**src/rtl/alu_nbit_seq.sv**
```systemverilog
// alu_nbit_seq: registered WIDTH-bit ALU with a Start/Done handshake.
// ADD, SUB, AND, OR, XOR and illegal opcodes complete in one cycle; MUL is a
// WIDTH-cycle shift-add multiplier. Result and all flags are registered and
// held until the next completion.
//
// Handshake: a request is accepted at a rising edge where Start=1 and Busy=0
// (this includes the Done cycle, so issue can be back-to-back). A, B and Op are
// captured only at that edge. Start while Busy=1 is dropped, not queued. Done
// is a one-cycle pulse; Result and flags are valid from the Done cycle onward.
module alu_nbit_seq #(
  parameter int WIDTH = 8
) (
  input  logic                 clk,
  input  logic                 rst,
  input  logic                 Start,
  input  logic [WIDTH-1:0]     A,
  input  logic [WIDTH-1:0]     B,
  input  logic [2:0]           Op,
  output logic                 Busy,
  output logic                 Done,
  output logic [2*WIDTH-1:0]   Result,
  output logic                 CarryOut,
  output logic                 Overflow,
  output logic                 Zero,
  output logic                 Error,
  output logic [1:0]           state_dbg
);

  localparam int RW = 2 * WIDTH;
  localparam int CW = $clog2(WIDTH) + 1;

  localparam logic [2:0] OP_ADD = 3'b000;
  localparam logic [2:0] OP_SUB = 3'b001;
  localparam logic [2:0] OP_MUL = 3'b010;
  localparam logic [2:0] OP_AND = 3'b011;
  localparam logic [2:0] OP_OR  = 3'b100;
  localparam logic [2:0] OP_XOR = 3'b101;

  typedef enum logic [1:0] {
    IDLE   = 2'd0,
    MULT   = 2'd1,
    FINISH = 2'd2
  } state_t;

  state_t state, state_nx;

  // Multiplier state: bit RW of p holds the carry out of the upper-half add.
  logic [RW:0]        p;
  logic [WIDTH-1:0]   mcand;
  logic [CW-1:0]      cnt;

  logic               accept;
  logic               mul_last;
  logic [WIDTH:0]     add_sum;
  logic [WIDTH:0]     sub_diff;
  logic [WIDTH:0]     mul_sum;
  logic [RW:0]        p_add;
  logic [RW:0]        p_shift;

  logic [RW-1:0]      op_res;
  logic               op_c;
  logic               op_v;
  logic               op_err;

  assign accept   = Start && (state != MULT);
  assign mul_last = (cnt == CW'(WIDTH - 1));
  assign add_sum  = {1'b0, A} + {1'b0, B};
  // SUB as A + ~B + 1 so the top bit is the no-borrow (A >= B) indication.
  assign sub_diff = {1'b0, A} + {1'b0, ~B} + (WIDTH + 1)'(1);
  assign mul_sum  = {1'b0, p[RW-1:WIDTH]} + {1'b0, mcand};
  assign p_add    = p[0] ? {mul_sum, p[WIDTH-1:0]} : p;
  assign p_shift  = {1'b0, p_add[RW:1]};
  assign state_dbg = state;

  // Single-cycle operation results and flags from the live inputs.
  always_comb begin
    op_res = '0;
    op_c   = 1'b0;
    op_v   = 1'b0;
    op_err = 1'b0;
    case (Op)
      OP_ADD: begin
        op_res = {{WIDTH{1'b0}}, add_sum[WIDTH-1:0]};
        op_c   = add_sum[WIDTH];
        op_v   = (A[WIDTH-1] == B[WIDTH-1]) && (add_sum[WIDTH-1] != A[WIDTH-1]);
      end
      OP_SUB: begin
        op_res = {{WIDTH{1'b0}}, sub_diff[WIDTH-1:0]};
        op_c   = sub_diff[WIDTH];
        op_v   = (A[WIDTH-1] != B[WIDTH-1]) && (sub_diff[WIDTH-1] != A[WIDTH-1]);
      end
      OP_MUL: op_res = '0;
      OP_AND: op_res = {{WIDTH{1'b0}}, A & B};
      OP_OR:  op_res = {{WIDTH{1'b0}}, A | B};
      OP_XOR: op_res = {{WIDTH{1'b0}}, A ^ B};
      default: op_err = 1'b1;
    endcase
  end

  // State register.
  always_ff @(posedge clk) begin
    if (rst) state <= IDLE;
    else     state <= state_nx;
  end

  // Next-state logic and Busy/Done decode.
  always_comb begin
    state_nx = state;
    Busy     = 1'b0;
    Done     = 1'b0;
    case (state)
      IDLE: begin
        if (accept) state_nx = (Op == OP_MUL) ? MULT : FINISH;
      end
      MULT: begin
        Busy = 1'b1;
        if (mul_last) state_nx = FINISH;
      end
      FINISH: begin
        Done = 1'b1;
        if (accept) state_nx = (Op == OP_MUL) ? MULT : FINISH;
        else        state_nx = IDLE;
      end
      default: state_nx = IDLE;
    endcase
  end

  // Datapath: operand capture, multiplier iteration and result/flag write-back.
  always_ff @(posedge clk) begin
    if (rst) begin
      p        <= '0;
      mcand    <= '0;
      cnt      <= '0;
      Result   <= '0;
      CarryOut <= 1'b0;
      Overflow <= 1'b0;
      Zero     <= 1'b0;
      Error    <= 1'b0;
    end else if (accept) begin
      if (Op == OP_MUL) begin
        p     <= {1'b0, {WIDTH{1'b0}}, B};
        mcand <= A;
        cnt   <= '0;
      end else begin
        Result   <= op_res;
        CarryOut <= op_c;
        Overflow <= op_v;
        Zero     <= (op_res == '0);
        Error    <= op_err;
      end
    end else if (state == MULT) begin
      p   <= p_shift;
      cnt <= cnt + CW'(1);
      if (mul_last) begin
        Result   <= p_shift[RW-1:0];
        CarryOut <= (p_shift[RW-1:WIDTH] != '0);
        Overflow <= 1'b0;
        Zero     <= (p_shift[RW-1:0] == '0);
        Error    <= 1'b0;
      end
    end
  end

endmodule

```
**config.mk**
```make
export PLATFORM = sky130hd
export DESIGN_NAME = alu_nbit_seq
export DESIGN_NICKNAME = d
export VERILOG_FILES = /design/src/rtl/alu_nbit_seq.sv
export SDC_FILE = /design/constraint.sdc
export NUM_CORES = 1
export LEC_CHECK = 0
export CORE_AREA = 2 2 88 90
export DETAILED_ROUTE_END_ITERATION = 6
export DIE_AREA = 0 0 90 92
export GPL_TIMING_DRIVEN = 0
export PLACE_DENSITY = 0.73
export SYNTH_ARGS = -nofsm -noshare
export SYNTH_HDL_FRONTEND = slang
export SYNTH_SLANG_ARGS = --single-unit
```
**constraint.sdc**
```tcl
create_clock -name clk -period 4.25 [get_ports clk]
set_input_delay 0.425 -clock clk [delete_from_list [all_inputs] [get_ports clk]]
set_output_delay 0.425 -clock clk [all_outputs]
set_load 0.02 [all_outputs]
```
Word-level counts from Yosys, hierarchy flattened
Index checks and enable logic that the tools add are counted.

word-level totals
  output and inout port bits = 24
  bits in writable memories = 0
  memories = 0
  bits in registers = 51
  ROM bits = 0
  input port bits = 22
  latch bits = 0

cells by class
  bitwise gates (word level) = 4
  $lt $le $gt $ge = 0
  shift operators = 0
  equal/unequal tests = 17
  multiply operators = 0
  add/subtract/negate cells = 5
  mux-type cells = 36
  divide/modulo/power cells = 0
  reduce and logical (&&, ||, !) cells = 15

operators by type and width
  cell                                                                   count
  17-bit two-way mux                                                     4
  16-bit two-way mux                                                     4
  8-bit one-hot mux with 5 select lines                                  1
  16-bit logical NOT                                                     2
  8-bit by 8-bit adder with 9-bit output                                 3
  1-bit two-way mux                                                      17
  4-bit two-way mux                                                      3
  9-bit by 1-bit adder with 9-bit output, second input constant          1
  8-bit AND                                                              1
  2-bit two-way mux                                                      4
  8-bit NOT                                                              1
  8-bit bitwise OR                                                       1
  8-bit nonzero test                                                     1
  8-bit bitwise XOR                                                      1
  3-bit by 2-bit equality test with 1-bit output, second input constant  2
  3-bit equality test, second input constant                             2
  2-bit != test, second input constant                                   3
  2-bit one-hot mux with 3 select lines                                  1
  2-bit AND reduction                                                    3
  5-bit OR reduction                                                     1
  4-bit by 1-bit adder with 4-bit output, second input constant          1
  4-bit by 3-bit equality test with 1-bit output, second input constant  1
  2-bit by 1-bit != test with 1-bit output, second input constant        2
  1-bit one-hot mux with 2 select lines                                  2
  other kinds (10)                                                       15

Longest topological paths before layout
Gate-level depths: netlist (run 1).

  depth after elaboration = 8
  mapped depth = 10
  depth with buffers taken out = 10

Worst setup path after synthesis (run 1)
OpenSTA, ideal clock, no wires.

  path kind = input port to flip-flop
  from = input A[0]
  to = register Zero
  cell stages on the path = 9
  path slack = 1,539 ps
  path buffers = 0
  arrival time = 2,623 ps
  cells stage by stage = ha_1 fa_1 a211oi_4 nor2_2 mux2_4 a311o_1 a221oi_2 nand4_1 a311oi_2

on the way
  cells in the longest elaborated chain, start to end = 6

ends and longest elaborated chain
  element                                    RTL line  text
  start, declared                            16        input logic [WIDTH-1:0] A,
  8-bit by 8-bit adder with 9-bit output     69        assign sub_diff = {1'b0, A} + {1'b0, ~B} + (WIDTH + 1)'(1);
  9-bit by 1-bit adder with 9-bit output     69
  8-bit one-hot mux with 5 select lines (*)  81        case (Op)
  16-bit logical NOT (*)                     148       Zero <= (op_res == '0);
  1-bit two-way mux (*)                      140       if (Op == OP_MUL) begin
  1-bit two-way mux (*)                      139       end else if (accept) begin
  end signal, assigned                       148
  end signal, assigned                       158       Zero <= (p_shift[RW-1:0] == '0);
  end, declared                              24        output logic Zero,

Every way passes the cells marked *; elsewhere a longest branch is shown, timed or not. The select of a mux whose other input is x is not followed.
A chain may end at the register's enable or synchronous reset.

Worst setup path in the final report (run 1)
  from = input B[0]
  to = register Zero

on the way
  cells in the longest elaborated chain, start to end = 7

ends and longest elaborated chain
  element                                    RTL line  text
  start, declared                            17        input logic [WIDTH-1:0] B,
  8-bit NOT                                  69
  8-bit by 8-bit adder with 9-bit output     69
  9-bit by 1-bit adder with 9-bit output     69
  8-bit one-hot mux with 5 select lines (*)  81
  16-bit logical NOT (*)                     148
  1-bit two-way mux (*)                      140
  1-bit two-way mux (*)                      139

Marked as above.

==> results summary, run 1 <==
The top achievable clock speed came out at 0.300 GHz. The post-cts hold buffer count came out at 0. In the post-synthesis netlist, the biggest area contributors are sky130_fd_sc_hd__dfxtp_1 26%, sky130_fd_sc_hd__ha_1 11%, sky130_fd_sc_hd__nand2_1 6.3%. For this run, the detailed router's first-pass iteration total came to 5. The finished cells cover 4550 um2. The sequential cell area fraction in the yosys report is 0.256. The kind of start point of the critical path is an input port. The synthesized design contains 0 enable-type register cells. The Yosys step of the flow raised 0 warnings. The site row count is 32. The count of port buffers added during placement is 44.

The flip-flop and latch count after synthesis is 50. Of the total power, the clock network draws 0.254. Of all nets on the critical path, the largest fanout is 4.

The routed length per instance came out at 17.1 um. The share of the core filled with cells in the final layout came out at 0.612. The die span in x is 90 um. The number of pins with negative max-slew slack in the final report is 0. The setup path with the least slack is of type input port to register. The dominant combinational cell family by area after synthesis is simple AND/OR/NAND/NOR gates. Measured along the y axis, the die boundary spans 92 um.

The master cell of the clock root buffer is sky130_fd_sc_hd__clkbuf_8. The final-report hold violation count is 0. After detailed routing, the total wire length is 11.2 mm. Compared with the post-synthesis result, the final layout area differs by 16.7%. The core outline area came out at 7450 um2. The power density of the placed cells is 236 nW/um2. The post-synthesis simple-gate area fraction came out at 0.261. For this run, asynchronously set or reset flops after synthesis account for 0. Traced cell by cell, the critical path runs through clkdlybuf4s50_1 -> ha_1 -> fa_1 -> a211oi_4 -> nor2_2 -> mux2_4 -> a311o_1 -> a221oi_2 -> nand4_1 -> a311oi_2. The accumulated negative setup slack is 0 ns. The total of endpoints with negative setup slack in the final report is 0. The net switching power is 0.350 mW. The overall power is 1.08 mW. The clock drives 50 sinks. The later pin in the worst-skew pair is clocked with a latency of 0.31 ns. The static leakage came out at 1.78 nW. The area after detailed placement is 4470 um2. Measured against its own limit, the worst slew margin works out to 0.598. Averaged over all synthesized cells, the footprint is 7.79 um2. The share of cell area taken by muxes after synthesis came out at 0.0260.

The tool flagged a number of max-cap violations equal to 0. The worst IR drop on VDD came out at 0.000141 V. After the first detailed-routing iteration, the DRC count stood at 215. The capturing element type of the critical path is a register. The peak per-stage delay on the critical path is 0.51 ns. For this run, the post-layout net count is 611.

The clock passes through at most 2 buffers. The worst-margin pin slew is 0.594 ns. The switching part of the total came out at 0.325.

The initial antenna violation count was 0. TritonCTS built the clock tree. The fraction of post-synthesis cell area in the top cell type by area came out at 0.256. The overall fraction of global-route tracks in use came out at 0.272. The remaining design rule violation count came out at 0. The clock slew at the register clock pins of the worst setup and hold paths is 0.09 ns. The setup fix buffers added after clock tree synthesis came out at 0. The count of nets left with antenna violations once routing finished came out at 0. The portion of total power attributed to sequential cells is 0.459. Data on the critical path arrives at its endpoint at 3.56 ns. The final weighted congestion in routability-driven placement came out at 0.964. Among all flip-flop cells after synthesis, the most frequent one is sky130_fd_sc_hd__dfxtp_1. Setup repair after global routing left no endpoint under its margin. The number of library cell types mapped by synthesis came out at 77. The via count is 3967. The cell-internal power is 0.727 mW.

In the routed layout, each cell is associated on average with a via count of 6.07. The post-synthesis instance area came out at 3900 um2. Among cell families on the critical path, the largest total delay comes from compound AO/OA/AOI/OAI gates. The flow ran to the end, and the final reports show no timing, DRC or antenna violations. The total CTS buffers came out at 5. STA puts the critical path data required time at 4.48 ns.

The share of the synthesized netlist area taken by xor and xnor gates came out at 0.0157. The logic gate share of total power came out at 0.288. The maximum clock skew at final layout is 0.0127 ns. In the finished design, the share of the clock period the worst path needs comes to 0.785.

The maximum number of pins on one net before global-route repair is 16. The number of global-route vias before repair came out at 3777. The remaining global-route overflow came out at 0. The min-delay analysis places its worst path in the category register to register. The post-CTS resize count is 0. The share of cells above drive strength 1 came out at 0.0725. The clock tree synthesis step divided the H-tree into 2 levels. The starting density of the core is 0.524. The number of buffer and inverter stages on the critical path is 1. The number of standard cells after synthesis is 501.

The number of antenna repair diodes came out at 0. The final critical delay including setup and external delays came out at 3.34 ns. Of the total synthesized cell area, the portion taken by full adders, half adders and majority gates is 0.124. The cell accounting for the most synthesized area is sky130_fd_sc_hd__dfxtp_1.

The area of the die came out at 8280 um2. The number of ports placed on the die boundary came out at 46. For this design, the slowest cell found on the critical path is sky130_fd_sc_hd__clkdlybuf4s50_1. Summed over all nets, the half-perimeter wirelength after detailed placement is 8.75 mm. The global-route wire length before repair came out at 18.4 mm. The compound-gate portion of the synthesized area was 0.238. The number of nets in the synthesized netlist is 560.
registers in the layout (all words and copies together), names as in the netlist:
register   cells
mcand          8
Zero           1
Result        16
CarryOut       1
Overflow       1
Error          1
p             16
state_dbg      2
cnt            4
cell usage in the layout, fill, tap and decap left out, types with 4 or more instances in the layout:
master and instances:
sky130_fd_sc_hd__o211ai_1 9, sky130_fd_sc_hd__a211oi_1 6, sky130_fd_sc_hd__dfxtp_1 50, sky130_fd_sc_hd__nor2b_1 10
sky130_fd_sc_hd__nor4_1 6, sky130_fd_sc_hd__ha_1 34, sky130_fd_sc_hd__nor3_1 10, sky130_fd_sc_hd__a22oi_1 12
sky130_fd_sc_hd__buf_6 5, sky130_fd_sc_hd__clkbuf_1 16, sky130_fd_sc_hd__and3_1 6, sky130_fd_sc_hd__nand3_1 10
sky130_fd_sc_hd__nand2_1 65, sky130_fd_sc_hd__clkbuf_8 8, sky130_fd_sc_hd__nand2b_1 7, sky130_fd_sc_hd__o21ai_1 5
sky130_fd_sc_hd__nand4_1 5, sky130_fd_sc_hd__nor2_1 54, sky130_fd_sc_hd__or3_1 4, sky130_fd_sc_hd__mux2_2 4
sky130_fd_sc_hd__o21ai_0 10, sky130_fd_sc_hd__a311oi_1 8, sky130_fd_sc_hd__o21bai_1 4, sky130_fd_sc_hd__inv_1 34
sky130_fd_sc_hd__nand3b_1 4, sky130_fd_sc_hd__clkdlybuf4s50_1 44, sky130_fd_sc_hd__xnor2_1 4, sky130_fd_sc_hd__a21oi_1 40
synth_stat cells, types with 3 or more instances:
cell type and n:
sky130_fd_sc_hd__nor2b_1 10, sky130_fd_sc_hd__nor2_1 54, sky130_fd_sc_hd__o21ai_1 5, sky130_fd_sc_hd__a31oi_1 3
sky130_fd_sc_hd__nand3b_1 4, sky130_fd_sc_hd__or3_1 4, sky130_fd_sc_hd__buf_6 5, sky130_fd_sc_hd__nor3_1 10
sky130_fd_sc_hd__dfxtp_1 50, sky130_fd_sc_hd__ha_1 34, sky130_fd_sc_hd__a21o_1 3, sky130_fd_sc_hd__nand2b_1 7
sky130_fd_sc_hd__xnor2_1 4, sky130_fd_sc_hd__o31ai_1 3, sky130_fd_sc_hd__and3_1 6, sky130_fd_sc_hd__xor2_1 3
sky130_fd_sc_hd__clkbuf_1 16, sky130_fd_sc_hd__a211oi_1 6, sky130_fd_sc_hd__nor4_1 6, sky130_fd_sc_hd__nand4bb_1 3
sky130_fd_sc_hd__nand4_1 5, sky130_fd_sc_hd__o21ai_0 10, sky130_fd_sc_hd__a22oi_1 12, sky130_fd_sc_hd__clkbuf_8 3
sky130_fd_sc_hd__nor3b_1 3, sky130_fd_sc_hd__a311oi_1 8, sky130_fd_sc_hd__mux2_2 4, sky130_fd_sc_hd__fa_1 3
sky130_fd_sc_hd__nand3_1 10, sky130_fd_sc_hd__o21bai_1 4, sky130_fd_sc_hd__a21oi_1 40, sky130_fd_sc_hd__mux2i_1 3
sky130_fd_sc_hd__nand2_1 65, sky130_fd_sc_hd__inv_1 34, sky130_fd_sc_hd__o211ai_1 9, sky130_fd_sc_hd__nor4b_1 3
worst register-to-register path, cell delays in order, from the launching register on:
cell,delay [ns]
sky130_fd_sc_hd__dfxtp_1,0.39
sky130_fd_sc_hd__ha_1,0.22
sky130_fd_sc_hd__inv_1,0.07
sky130_fd_sc_hd__fa_1,0.39
sky130_fd_sc_hd__nand2b_1,0.19
sky130_fd_sc_hd__and3_1,0.18
sky130_fd_sc_hd__nor3_1,0.47
sky130_fd_sc_hd__nand4bb_1,0.25
sky130_fd_sc_hd__nor4_2,0.33
sky130_fd_sc_hd__nand4b_1,0.21
sky130_fd_sc_hd__a311oi_2,0.30
power groups by stage:
stage	clock (mW)	combinational, mW	sequential [mW]
2_1_floorplan	0	0.194	0.511
3_3_place_gp	0	0.297	0.504
3_5_place_dp	0	0.304	0.504
4_1_cts	0.278	0.305	0.493
5_1_grt	0.293	0.337	0.495
6_report	0.273	0.310	0.494
cell families after synthesis:
family          Yosys count
flops                    50
simple gates            205
mux                       9
fa+ha+maj                37
buf+inv                  62
compound gates          131
xor+xnor                  7
layout make-up:
type,instances,area [um2]
Clock inverter,2,13.8
Sequential cell,50,1000
Timing Repair Buffer,44,440
Inverter,35,131
Multi-Input combinational cell,389,2590
Tap cell,102,128
Fill cell,735,2890
Buffer,27,178
Clock buffer,5,68.8
path summary, 6_finish.rpt:
| path | endpoint | from | cells past startpoint | slack, ns |
|---|---|---|---|---|
| worst max-delay path | Zero | B[0] | 10 | 0.91 |
| worst min-delay path | Result[2] | Result[2] | 2 | 0.46 |
| worst max register to register | Zero | p[8] | 10 | 1.19 |
| worst min register to register | Result[2] | Result[2] | 2 | 0.46 |
per-stage QoR:
step	instances	setup WS, ns	hold slack [ns]
floorplan	501	1.54	0.440
global placement	647	0.679	0.442
detailed placement	647	0.697	0.450
CTS	654	0.980	0.464
global route	654	0.842	0.490
finish	654	0.914	0.458
per-layer routing:
layer  track usage  up-vias  part of all wire
li1              -     1895                 -
met1         0.344     1891              0.43
met2         0.474      150              0.49
met3        0.0263       31             0.052
met4         0.115        0             0.032
met5             0        -                 0
No activity file was read; power rests on OpenSTA's default activity.
==> run 2: changes to the inputs <==
==> constraint.sdc (replaced) <==
create_clock -name clk -period 3.45 [get_ports clk]
set_input_delay 0.345 -clock clk [delete_from_list [all_inputs] [get_ports clk]]
set_output_delay 0.345 -clock clk [all_outputs]
set_load 0.02 [all_outputs]
==> results of run 2 <==
The final DEF is identical to that of run 1. Status: complete, no violations.
Main changes from that run: setup slack after placement 0.697 ns -> -0.0226 ns; setup slack after layout 0.914 ns -> 0.194 ns; register-to-register setup slack 1.19 ns -> 0.39 ns; total power 1.08 mW -> 1.33 mW; worst IR drop on VDD 0.000141 V -> 0.000174 V
==> run 3: changes to the inputs <==
--- a/config.mk
+++ b/config.mk
@@ -6,9 +6,11 @@
 export NUM_CORES = 1
 export LEC_CHECK = 0
 export CORE_AREA = 2 2 88 90
+export CTS_BUF_LIST = sky130_fd_sc_hd__clkbuf_2
 export DETAILED_ROUTE_END_ITERATION = 6
 export DIE_AREA = 0 0 90 92
 export GPL_TIMING_DRIVEN = 0
+export HOLD_SLACK_MARGIN = 0.06
 export PLACE_DENSITY = 0.73
 export SYNTH_ARGS = -nofsm -noshare
 export SYNTH_HDL_FRONTEND = slang
==> run 3 against run 2 <==
  * Die area is the same
  * Clock power shrank 29%
  * Wire length shrank 0.67%
  * Clock-buffer cell count is the same
  * First-iteration DRC count grew 5.6%
  * Register-to-register slack gained 0.05 ns
  * Sequential share of layout area grew 0.21 points
  * Critical path depth is the same
  * Clock skew grew 0.032 ns
  * Total power shrank 7.1%
  * Maximum frequency grew 6.1%
  * Global-route usage shrank 0.088 points
  * Largest power group unchanged
  * Highest routed layer unchanged
==> results summary, run 3 (synthesized netlist as in run 1, its figures left out) <==
The final critical delay including setup and external delays came to 3.07 ns (was 3.26 ns). The summed area of non-filler cells in the final layout is 4510 um2 (was 4550 um2). The starting density of the core came out at 0.524 (unchanged). The switching part of the total is 0.346 (was 0.325). The category of the critical setup timing path is input port to register (unchanged).

The number of ports placed on the die boundary came out at 46 (unchanged). The total CTS buffers is 5 (unchanged). The logic gate share of total power is 0.310 (was 0.288). The post-CTS resize count came out at 0 (unchanged). The post-placement setup slack came out at -0.0226 ns (unchanged). The data required time of the critical path is 3.85 ns (was 3.68 ns). The setup fix buffers added after clock tree synthesis was 0 (unchanged). Largest registers in the final layout: Result (16), p (16), mcand (8) (unchanged). The post-layout worst setup margin came out at 0.381 ns (was 0.194 ns).

The final wirelength came out at 11.1 mm (was 11.2 mm). The headroom to the max-slew limit is 0.600 (was 0.598). The overall fraction of global-route tracks in use is 0.271 (was 0.272). The cell-internal power came out at 0.805 mW (was 0.895 mW).

The site row count is 32 (unchanged). The met1 track demand over resource came out at 0.350 (was 0.344). Run status: complete, no violations (unchanged). The top achievable clock speed is 0.326 GHz (was 0.307 GHz). The net switching power is 0.426 mW (was 0.431 mW).

The static leakage was 1.76 nW (was 1.78 nW). The post-cts hold buffer count is 0 (unchanged). The share of cells above drive strength 1 came out at 0.0725 (unchanged). Cell-by-cell trace of the critical path: clkdlybuf4s50_1 -> ha_1 -> fa_1 -> a211oi_4 -> nor2_2 -> mux2_4 -> a311o_1 -> a221oi_2 -> nand4_1 -> a311oi_2 (unchanged).

The max-capacitance violation count was 0 (unchanged). The number of global-route vias before repair is 3759 (was 3777). The final clock period utilization by the worst path came out at 0.890 (was 0.944).

The number of pins with negative max-slew slack in the final report came out at 0 (unchanged). The portion of total power attributed to sequential cells is 0.496 (was 0.459). The met3 track demand over resource came out at 0.0230 (was 0.0263). The capturing element type of the critical path is a register (unchanged). The busiest layer in global routing is met2 (unchanged). The source-to-sink clock delay at the later pin of the worst-skew pair came out at 0.45 ns (was 0.31 ns). The post-synthesis to final-layout area growth is 15.5% (was 16.7%). The average via count per standard cell is 6.07 (about the same). Highest-count cells in the layout ignoring fill and taps: 65 x sky130_fd_sc_hd__nand2_1, 54 x sky130_fd_sc_hd__nor2_1, 50 x sky130_fd_sc_hd__dfxtp_1 (unchanged). The remaining global-route overflow is 0 (unchanged). The die span in x was 90 um (unchanged). The routed length per instance came out at 17.0 um (was 17.1 um). The kind of start point of the critical path is an input port (unchanged). The DRC marker count from the first detailed-route iteration is 227 (was 215). The y dimension of the die came out at 92 um (unchanged). The standard cell with the maximum stage delay on the critical path is sky130_fd_sc_hd__clkdlybuf4s50_1 (unchanged).

The clock network fraction of total power is 0.194 (was 0.254). The clock tree from TritonCTS was done (unchanged). The met2 routing resource usage after global routing was 0.477 (was 0.474). The via count came out at 3972 (was 3967). The remaining design rule violation count came out at 0 (unchanged). The master cell of the clock root buffer was sky130_fd_sc_hd__clkbuf_2 (was sky130_fd_sc_hd__clkbuf_8). The total of endpoints with negative setup slack in the final report came out at 0 (unchanged). The final weighted congestion in routability-driven placement is 0.964 (unchanged). The worst-margin pin slew is 0.590 ns (was 0.594 ns). The area after detailed placement is 4470 um2 (unchanged).

The type of the most critical hold path was input port to register (was register to register). The deepest level of the CTS H-tree is 2 (unchanged). The number of antenna repair diodes is 0 (unchanged). The maximum clock skew at final layout is 0.0450 ns (was 0.0127 ns). The final-report hold violation count is 0 (unchanged). The power density of the placed cells is 273 nW/um2 (was 291 nW/um2). The final cell count without fillers is 654 (unchanged).

The number of detailed-route iterations in the first pass came out at 5 (unchanged). The maximum number of pins on one net before global-route repair came to 16 (unchanged). The maximum fanout along the worst path was 4 (unchanged).

The number of inserted filler cells in the final layout is 740 (was 735). The final antenna-violating net count was 0 (unchanged). The arrival time at the worst endpoint came to 3.47 ns (was 3.48 ns). The largest buffer count on any clock path came out at 2 (unchanged).

The area of the die is 8280 um2 (unchanged). The share of the core filled with cells in the final layout came out at 0.606 (was 0.612). The worst IR drop on VDD came out at 0.000184 V (was 0.000174 V). The leading cell type in the layout, fill and taps excluded is sky130_fd_sc_hd__nand2_1 (unchanged). The estimated wirelength of the detail-placed design is 8.75 mm (unchanged).

The placed cell count is 647 (unchanged). The global-route wire length before repair is 18.4 mm (about the same). The clock net sink count came out at 50 (unchanged). RSZ-0062 raised after global routing: no (unchanged). The core outline area is 7450 um2 (unchanged). The initial antenna violation count is 0 (unchanged). The peak per-stage delay on the critical path is 0.51 ns (about the same). The clock slew at the register clock pins of the worst setup and hold paths came to 0.29 ns (was 0.09 ns). The count of port buffers added during placement is 44 (unchanged). The final-stage net count was 611 (unchanged).
-- run 3: cell count changes in the layout (fill, tap and decap cells not counted) --
| cell | delta |
|---|---|
| sky130_fd_sc_hd__clkbuf_2 | +5 |
| sky130_fd_sc_hd__clkbuf_8 | -5 |
-- run 3: critical path: cells and delay by family --
kind / cells / cell delay (ns)
AOI/OAI and AO/OA: 4 / 1.26
adders and majority gates: 2 / 0.77
buffers and inverters: 1 / 0.51
muxes: 1 / 0.29
and+or+nand+nor: 2 / 0.27
-- run 3: power by group through the flow --
| stage | Combinational (mW) | Clock, mW | Sequential [mW] |
|---|---|---|---|
| after floorplan | 0.239 | 0 | 0.630 |
| after global placement | 0.366 | 0 | 0.620 |
| after detailed placement | 0.374 | 0 | 0.621 |
| after CTS | 0.376 | 0.242 | 0.611 |
| after global routing | 0.415 | 0.266 | 0.614 |
| final | 0.382 | 0.239 | 0.611 |
-- run 3: final timing paths --
kind / startpoint / end / slack [ns] / cells past startpoint
hold / removal: rst / Zero / 0.43 / 3
setup / recovery: B[0] / Zero / 0.38 / 10
setup reg to reg: p[8] / Zero / 0.44 / 10
hold reg to reg: Result[2] / Result[2] / 0.48 / 2
-- run 3: per-stage QoR --
stage	hold WS, ns	TNS [ns]	power, mW
final	0.430	0	1.23
after global routing	0.416	0	1.29
after CTS	0.420	0	1.23
after detailed placement	0.450	-0.0226	0.996
after global placement	0.442	-0.0405	0.986
after floorplan	0.440	0	0.869
-- run 3: cell type report --
| class | instances | area (um2) | area share |
|---|---|---|---|
| Multi-Input combinational cell | 389 | 2590 | 0.575 |
| Sequential cell | 50 | 1000 | 0.222 |
| Timing Repair Buffer | 44 | 440 | 0.0976 |
| Buffer | 27 | 178 | 0.0394 |
| Inverter | 35 | 131 | 0.0291 |
| Tap cell | 102 | 128 | 0.0283 |
| Clock buffer | 5 | 25.0 | 0.00555 |
| Clock inverter | 2 | 13.8 | 0.00305 |
-- run 3: metal layers --
| layer | vias up | part of all wire |
|---|---|---|
| li1 | 1897 | - |
| met1 | 1902 | 0.43 |
| met2 | 147 | 0.50 |
| met3 | 26 | 0.049 |
| met4 | 0 | 0.023 |
| met5 | - | 0 |
